**src/rtl/addsub_serial.sv**
```systemverilog
// Slice-serial adder/subtractor: processes SLICE bits per cycle, LSB slice first,
// with unsigned/signed overflow detection and optional saturation.
module addsub_serial #(
  parameter int WIDTH = 32,
  parameter int SLICE = 8
) (
  input  logic             clk,
  input  logic             rst,
  input  logic             in_valid,
  output logic             in_ready,
  input  logic [WIDTH-1:0] A,
  input  logic [WIDTH-1:0] B,
  input  logic             D,
  input  logic             Si,
  input  logic             Cin,
  input  logic             Sat,
  output logic             out_valid,
  input  logic             out_ready,
  output logic [WIDTH-1:0] S,
  output logic             Cout,
  output logic             V,
  output logic             So,
  output logic             Z
);

  localparam int NSLICE = WIDTH / SLICE;
  localparam int CW     = (NSLICE > 1) ? $clog2(NSLICE) : 1;

  typedef enum logic [1:0] {IDLE, BUSY, DONE} state_t;

  state_t           state, state_nxt;
  logic [WIDTH-1:0] a_sh, b_sh, res;
  logic [CW-1:0]    cnt;
  logic             carry, d_r, si_r, sat_r;
  logic             last;
  logic [SLICE:0]   slice_sum;
  logic [WIDTH-1:0] s_raw, sat_val, s_final;
  logic             raw_v;

  assign last = (cnt == CW'(NSLICE - 1));

  always_ff @(posedge clk) begin
    if (rst) state <= IDLE;
    else     state <= state_nxt;
  end

  always_comb begin
    state_nxt = state;
    case (state)
      IDLE:    if (in_valid) state_nxt = BUSY;
      BUSY:    if (last) state_nxt = DONE;
      DONE:    if (out_ready) state_nxt = IDLE;
      default: state_nxt = IDLE;
    endcase
  end

  always_comb begin
    in_ready  = (state == IDLE) && !rst;
    out_valid = (state == DONE);
  end

  // b_sh already holds ~B for subtract, so the slice adder only ever adds.
  always_comb begin
    slice_sum = {1'b0, a_sh[SLICE-1:0]} + {1'b0, b_sh[SLICE-1:0]} + {{SLICE{1'b0}}, carry};
    s_raw = res;
    s_raw[WIDTH-1 -: SLICE] = slice_sum[SLICE-1:0];
    if (si_r)
      raw_v = (a_sh[SLICE-1] == b_sh[SLICE-1]) && (slice_sum[SLICE-1] != a_sh[SLICE-1]);
    else
      raw_v = d_r ? ~slice_sum[SLICE] : slice_sum[SLICE];
    if (!si_r)
      sat_val = d_r ? '0 : '1;
    else if (a_sh[SLICE-1])
      sat_val = {1'b1, {(WIDTH-1){1'b0}}};
    else
      sat_val = {1'b0, {(WIDTH-1){1'b1}}};
    s_final = (sat_r && raw_v) ? sat_val : s_raw;
  end

  // On the last slice a_sh holds A's top slice, so its MSB is the registered sign of A.
  always_ff @(posedge clk) begin
    if (rst) begin
      a_sh  <= '0;
      b_sh  <= '0;
      res   <= '0;
      cnt   <= '0;
      carry <= 1'b0;
      d_r   <= 1'b0;
      si_r  <= 1'b0;
      sat_r <= 1'b0;
      S     <= '0;
      Cout  <= 1'b0;
      V     <= 1'b0;
      So    <= 1'b0;
      Z     <= 1'b0;
    end else if (in_valid && in_ready) begin
      a_sh  <= A;
      b_sh  <= D ? ~B : B;
      carry <= D ? 1'b1 : Cin;
      d_r   <= D;
      si_r  <= Si;
      sat_r <= Sat;
      cnt   <= '0;
    end else if (state == BUSY) begin
      a_sh  <= a_sh >> SLICE;
      b_sh  <= b_sh >> SLICE;
      carry <= slice_sum[SLICE];
      res[cnt*SLICE +: SLICE] <= slice_sum[SLICE-1:0];
      cnt   <= cnt + 1'b1;
      if (last) begin
        S    <= s_final;
        Cout <= slice_sum[SLICE];
        V    <= raw_v;
        So   <= s_final[WIDTH-1];
        Z    <= (s_final == '0);
      end
    end
  end

endmodule

```
**config.mk**
```make
export PLATFORM = sky130hd
export DESIGN_NAME = addsub_serial
export DESIGN_NICKNAME = d
export VERILOG_FILES = /design/src/rtl/addsub_serial.sv
export SDC_FILE = /design/constraint.sdc
export NUM_CORES = 1
export LEC_CHECK = 0
export BUFFER_PORTS_ARGS = -buffer_cell sky130_fd_sc_hd__buf_4
export CORE_MARGIN = 10
export CORE_UTILIZATION = 50
export CTS_BUF_LIST = sky130_fd_sc_hd__clkbuf_2 sky130_fd_sc_hd__clkbuf_4 sky130_fd_sc_hd__clkbuf_8
export DETAILED_ROUTE_END_ITERATION = 10
export HOLD_SLACK_MARGIN = 0.1
export MAX_ROUTING_LAYER = met4
export PLACE_DENSITY = 0.77
export SYNTH_ARGS = -nofsm -noshare
export SYNTH_HDL_FRONTEND = slang
export SYNTH_SLANG_ARGS = --single-unit
```
**constraint.sdc**
```tcl
create_clock -name clk -period 2.65 [get_ports clk]
set_clock_uncertainty 0.05 [all_clocks]
set_input_delay 0.53 -clock clk [delete_from_list [all_inputs] [get_ports clk]]
set_output_delay 0.53 -clock clk [all_outputs]
set_load 0.02 [all_outputs]
```
==> run_results.csv <==
group,metric,value,unit
grt,grt_max_usage_layer,"met2",
worst_setup_path,crit_arrival,3.01,ns
finish,nNetsFinal,872,
yosys,library_cell_with_the_largest_summed_area_after_synthesis,"sky130_fd_sc_hd__dfxtp_1",
timing,report.final.slew_viol_count,0,
placed_design,dp_worst_setup_slack,-0.1512,ns
worst_setup_path,timing.critical_path.from_type,"register",
timing,finalSetupViolations,30,
finish,diodes,0,
finish,synthToLayoutAreaGrowth,27.62,%
yosys,syn-instance-count,682,
flow_run,drv_cap,0,
timing,finalHoldViolations,0,
finish,fin_area,7607,µm²
timing,time_the_worst_path_needs_with_i_o_delays_and_setup,2.764,ns
yosys,synth_fp_nets,768,
die,initial_util,51.54,%
grt,largest_net_degree_at_the_start_of_global_routing,69,
grt,gr-total-overflow,0,
die,core-area,11560,µm²
worst_setup_path,cp-startpoint,"a_sh[0]$_SDFFE_PP0P_",
clock_tree,htree_levels,4,
yosys,synth-async-reset-ratio,0,%
grt,first_pass_grt_wire_length,26010,µm
grt,use_met1,22.94,%
worst_setup_path,end_kind,"register",
placed_design,port_buffers,109,
yosys,synth-edff-count,0,
clock_tree,cts_tree,"done",
grt,grt_util_met2,31.76,%
clock_tree,cts_hold_buf,0,
route,post_drt_via_cell_ratio,5.919,
yosys,synth-warning-count,0,
route,detailroute.via_count,5570,
grt,antenna_found_initial,0,
yosys,synthesis.area,5961,µm²
timing,setup_total_negative_slack,-2.747,ns
die,placement_rows,39,
yosys,postSynthAreaPerCell,8.740,µm²
die,die_y,129.2,µm
clock_tree,clock-sinks,131,
route,dr.first_iter.drc_count,572,
die,die_area,16690,µm²
yosys,postSynthRegisterBits,131,
timing,max_clock_freq,361.8,MHz
route,finalWirelength,16320,µm
worst_hold_path,timing.hold.worst.class,"input pin to register",
route,drc,0,
yosys,synth_sequential_area_ratio,44.00,%
worst_hold_path,worst_hold_startpoint,"Sat",
clock_tree,clock_insertion_delay_at_the_later_pin_of_the_skew_report,0.45,ns
worst_setup_path,critical_path_class,"register to register",
route,routedWlPerCell,17.34,µm
pwr,leakagePower,2.905,nW
grt,grt.met3_usage,5.139,%
yosys,synth_top_cells_by_area,"sky130_fd_sc_hd__dfxtp_1 (44%), sky130_fd_sc_hd__nor2_1 (7.2%), sky130_fd_sc_hd__a22oi_1 (6.2%)",
clock_tree,clock_transition_at_the_registers_of_the_reported_paths,0.07,ns
timing,timing_worst_slew_pin_value,1.052,ns
die,die_w,129.2,µm
grt,grt_pass1_vias,5442,
route,firstDrtPassIters,5,
worst_setup_path,worstReg2RegStart,"a_sh[0]$_SDFFE_PP0P_",
finish,layout-drive-gt1-share,27.44,%
clock_tree,clk_tree_root_cell,"sky130_fd_sc_hd__clkbuf_8",
pwr,power_per_cell_area,587.8,nW/µm²
pwr,power.ir.vdd_worst,0.0003662,V
placed_design,finalWeightedCongestion,0.8595,
timing,setup_slack_of_the_critical_path_after_layout,-0.1138,ns
placed_design,placement.cell_area,7003,µm²
grt,track_usage,19.65,%
timing,final.period_utilization,104.3,%
finish,final_core_util,65.78,%
timing,grt_setup_unrepaired,"true",
status,violations,"negative setup slack",
yosys,netlist.area_leader.share,44.00,%
yosys,synth_cell_type_count,48,
clock_tree,cts_inserted_buffers,17,
status,outcome,"complete, but fails checks",
clock_tree,maximum_buffer_depth_of_the_clock_tree,2,
route,drtAntennaViolNets,0,
yosys,synth-main-ff-cell,"sky130_fd_sc_hd__dfxtp_1",
finish,fill_cells,952,
worst_setup_path,crit_path_max_fanout,7,
timing,slew_headroom,29.69,%
pwr,report.power.total,0.004472,W
placed_design,post_detail_place_hpwl,11180,µm
die,boundaryPins,110,
worst_setup_path,worst-endpoint-required,2.90,ns
-- synthesized netlist by cell type, types with 2 or more instances --
cell / number
sky130_fd_sc_hd__a21oi_1: 46
sky130_fd_sc_hd__o21a_1: 2
sky130_fd_sc_hd__nor2b_1: 2
sky130_fd_sc_hd__nor2_1: 114
sky130_fd_sc_hd__clkbuf_1: 40
sky130_fd_sc_hd__or4_1: 3
sky130_fd_sc_hd__buf_4: 4
sky130_fd_sc_hd__a211oi_2: 3
sky130_fd_sc_hd__nand2_1: 56
sky130_fd_sc_hd__fa_1: 2
sky130_fd_sc_hd__o31ai_1: 5
sky130_fd_sc_hd__nor4_1: 50
sky130_fd_sc_hd__nand3b_1: 3
sky130_fd_sc_hd__inv_1: 7
sky130_fd_sc_hd__a22oi_1: 49
sky130_fd_sc_hd__a221oi_1: 24
sky130_fd_sc_hd__nor4_2: 21
sky130_fd_sc_hd__xor2_1: 10
sky130_fd_sc_hd__nand3_1: 19
sky130_fd_sc_hd__xnor2_1: 30
sky130_fd_sc_hd__and2_1: 2
sky130_fd_sc_hd__buf_2: 10
sky130_fd_sc_hd__ha_1: 12
sky130_fd_sc_hd__nor3b_1: 2
sky130_fd_sc_hd__buf_1: 5
sky130_fd_sc_hd__nor3_1: 4
sky130_fd_sc_hd__nand2b_1: 2
sky130_fd_sc_hd__o21ai_0: 5
sky130_fd_sc_hd__dfxtp_1: 131
-- final timing paths --
path,end,slack [ns],depth (start not counted)
max,S[25]$_SDFFE_PP0P_,-0.11,10
min,sat_r$_SDFFE_PP0P_,0.23,3
max reg2reg,S[25]$_SDFFE_PP0P_,-0.11,10
min reg2reg,a_sh[20]$_SDFFE_PP0P_,0.40,2
-- registers in the layout, indices dropped and copies added, names as in the netlist --
| register | count |
|---|---|
| state | 2 |
| S | 32 |
| b_sh | 32 |
| Z | 1 |
| Cout | 1 |
| carry | 1 |
| d_r | 1 |
| sat_r | 1 |
| si_r | 1 |
| res | 24 |
| V | 1 |
| a_sh | 32 |
| cnt | 2 |
-- what timing repair did --
| action | CTS | global route |
|---|---|---|
| endpoints found under the setup margin | 36 | 36 |
| setup buffers | 1 | 2 |
| cloned | 1 | 3 |
| resized for setup | 8 | 5 |
| pin swaps | 3 | 4 |
-- power breakdown --
group / total (W) / switching [W] / internal, W
sequential: 0.00210 / 0.0000559 / 0.00204
combinational: 0.000639 / 0.000369 / 0.000270
clock: 0.00174 / 0.000746 / 0.000989
-- metal layers --
metal	wire, µm	share of wire, %
met5	0	0
met4	358	2.2
met3	1080	6.6
met2	7846	48
met1	7033	43
-- final cells by class --
class / instances / area [µm²] / share of cell area, %
inverters: 7 / 26.28 / 0.3454
clock inverters: 10 / 132.6 / 1.743
repair buffers: 144 / 1216 / 15.99
clock buffers: 21 / 276.5 / 3.635
flip-flops and latches: 131 / 2624 / 34.49
well taps: 143 / 178.9 / 2.352
multi-input cells: 485 / 3153 / 41.45
-- logic make-up (layout without fill, tap and decap cells) --
| family | count (synthesis) | after routing | synth area share [%] |
|---|---|---|---|
| buffers and inverters | 66 | 182 | 4.618 |
| and+or+nand+nor | 286 | 286 | 25.04 |
| xor gates and xnor gates | 40 | 40 | 5.877 |
| muxes | 1 | 1 | 0.2308 |
| AOI/OAI and AO/OA | 144 | 144 | 17.04 |
| DFF | 131 | 131 | 44.00 |
| adders and majority gates | 14 | 14 | 3.191 |
-- per-stage QoR --
stage / hold slack (ns) / instances
after floorplan: 0.3860 / 682
after global placement: 0.3926 / 903
after detailed placement: 0.3980 / 903
after CTS: 0.2135 / 936
after global routing: 0.2216 / 941
final: 0.2323 / 941
-- layout by cell type, fill, tap and decap left out, types with 7 or more instances in the layout --
cell type and instances:
sky130_fd_sc_hd__nor4_1 45, sky130_fd_sc_hd__a221oi_1 24, sky130_fd_sc_hd__dfxtp_1 130, sky130_fd_sc_hd__nand3_1 19, sky130_fd_sc_hd__clkbuf_8 19, sky130_fd_sc_hd__xor2_1 10, sky130_fd_sc_hd__nor4_2 26, sky130_fd_sc_hd__a22oi_1 49
sky130_fd_sc_hd__xnor2_1 29, sky130_fd_sc_hd__nand2_1 56, sky130_fd_sc_hd__inv_1 7, sky130_fd_sc_hd__a21oi_1 46, sky130_fd_sc_hd__buf_4 135, sky130_fd_sc_hd__nor2_1 113, sky130_fd_sc_hd__ha_1 12
-- critical path, cell delays in order, from the launching register on --
cell and delay, ns:
sky130_fd_sc_hd__dfxtp_2 0.33, sky130_fd_sc_hd__fa_2 0.40, sky130_fd_sc_hd__fa_2 0.39, sky130_fd_sc_hd__a211oi_4 0.25, sky130_fd_sc_hd__o31ai_2 0.11, sky130_fd_sc_hd__o31a_1 0.29
sky130_fd_sc_hd__a21oi_4 0.19, sky130_fd_sc_hd__buf_4 0.14, sky130_fd_sc_hd__o21a_4 0.22, sky130_fd_sc_hd__clkbuf_16 0.19, sky130_fd_sc_hd__nor4_2 0.05
Power figures use the tool's default switching activity.
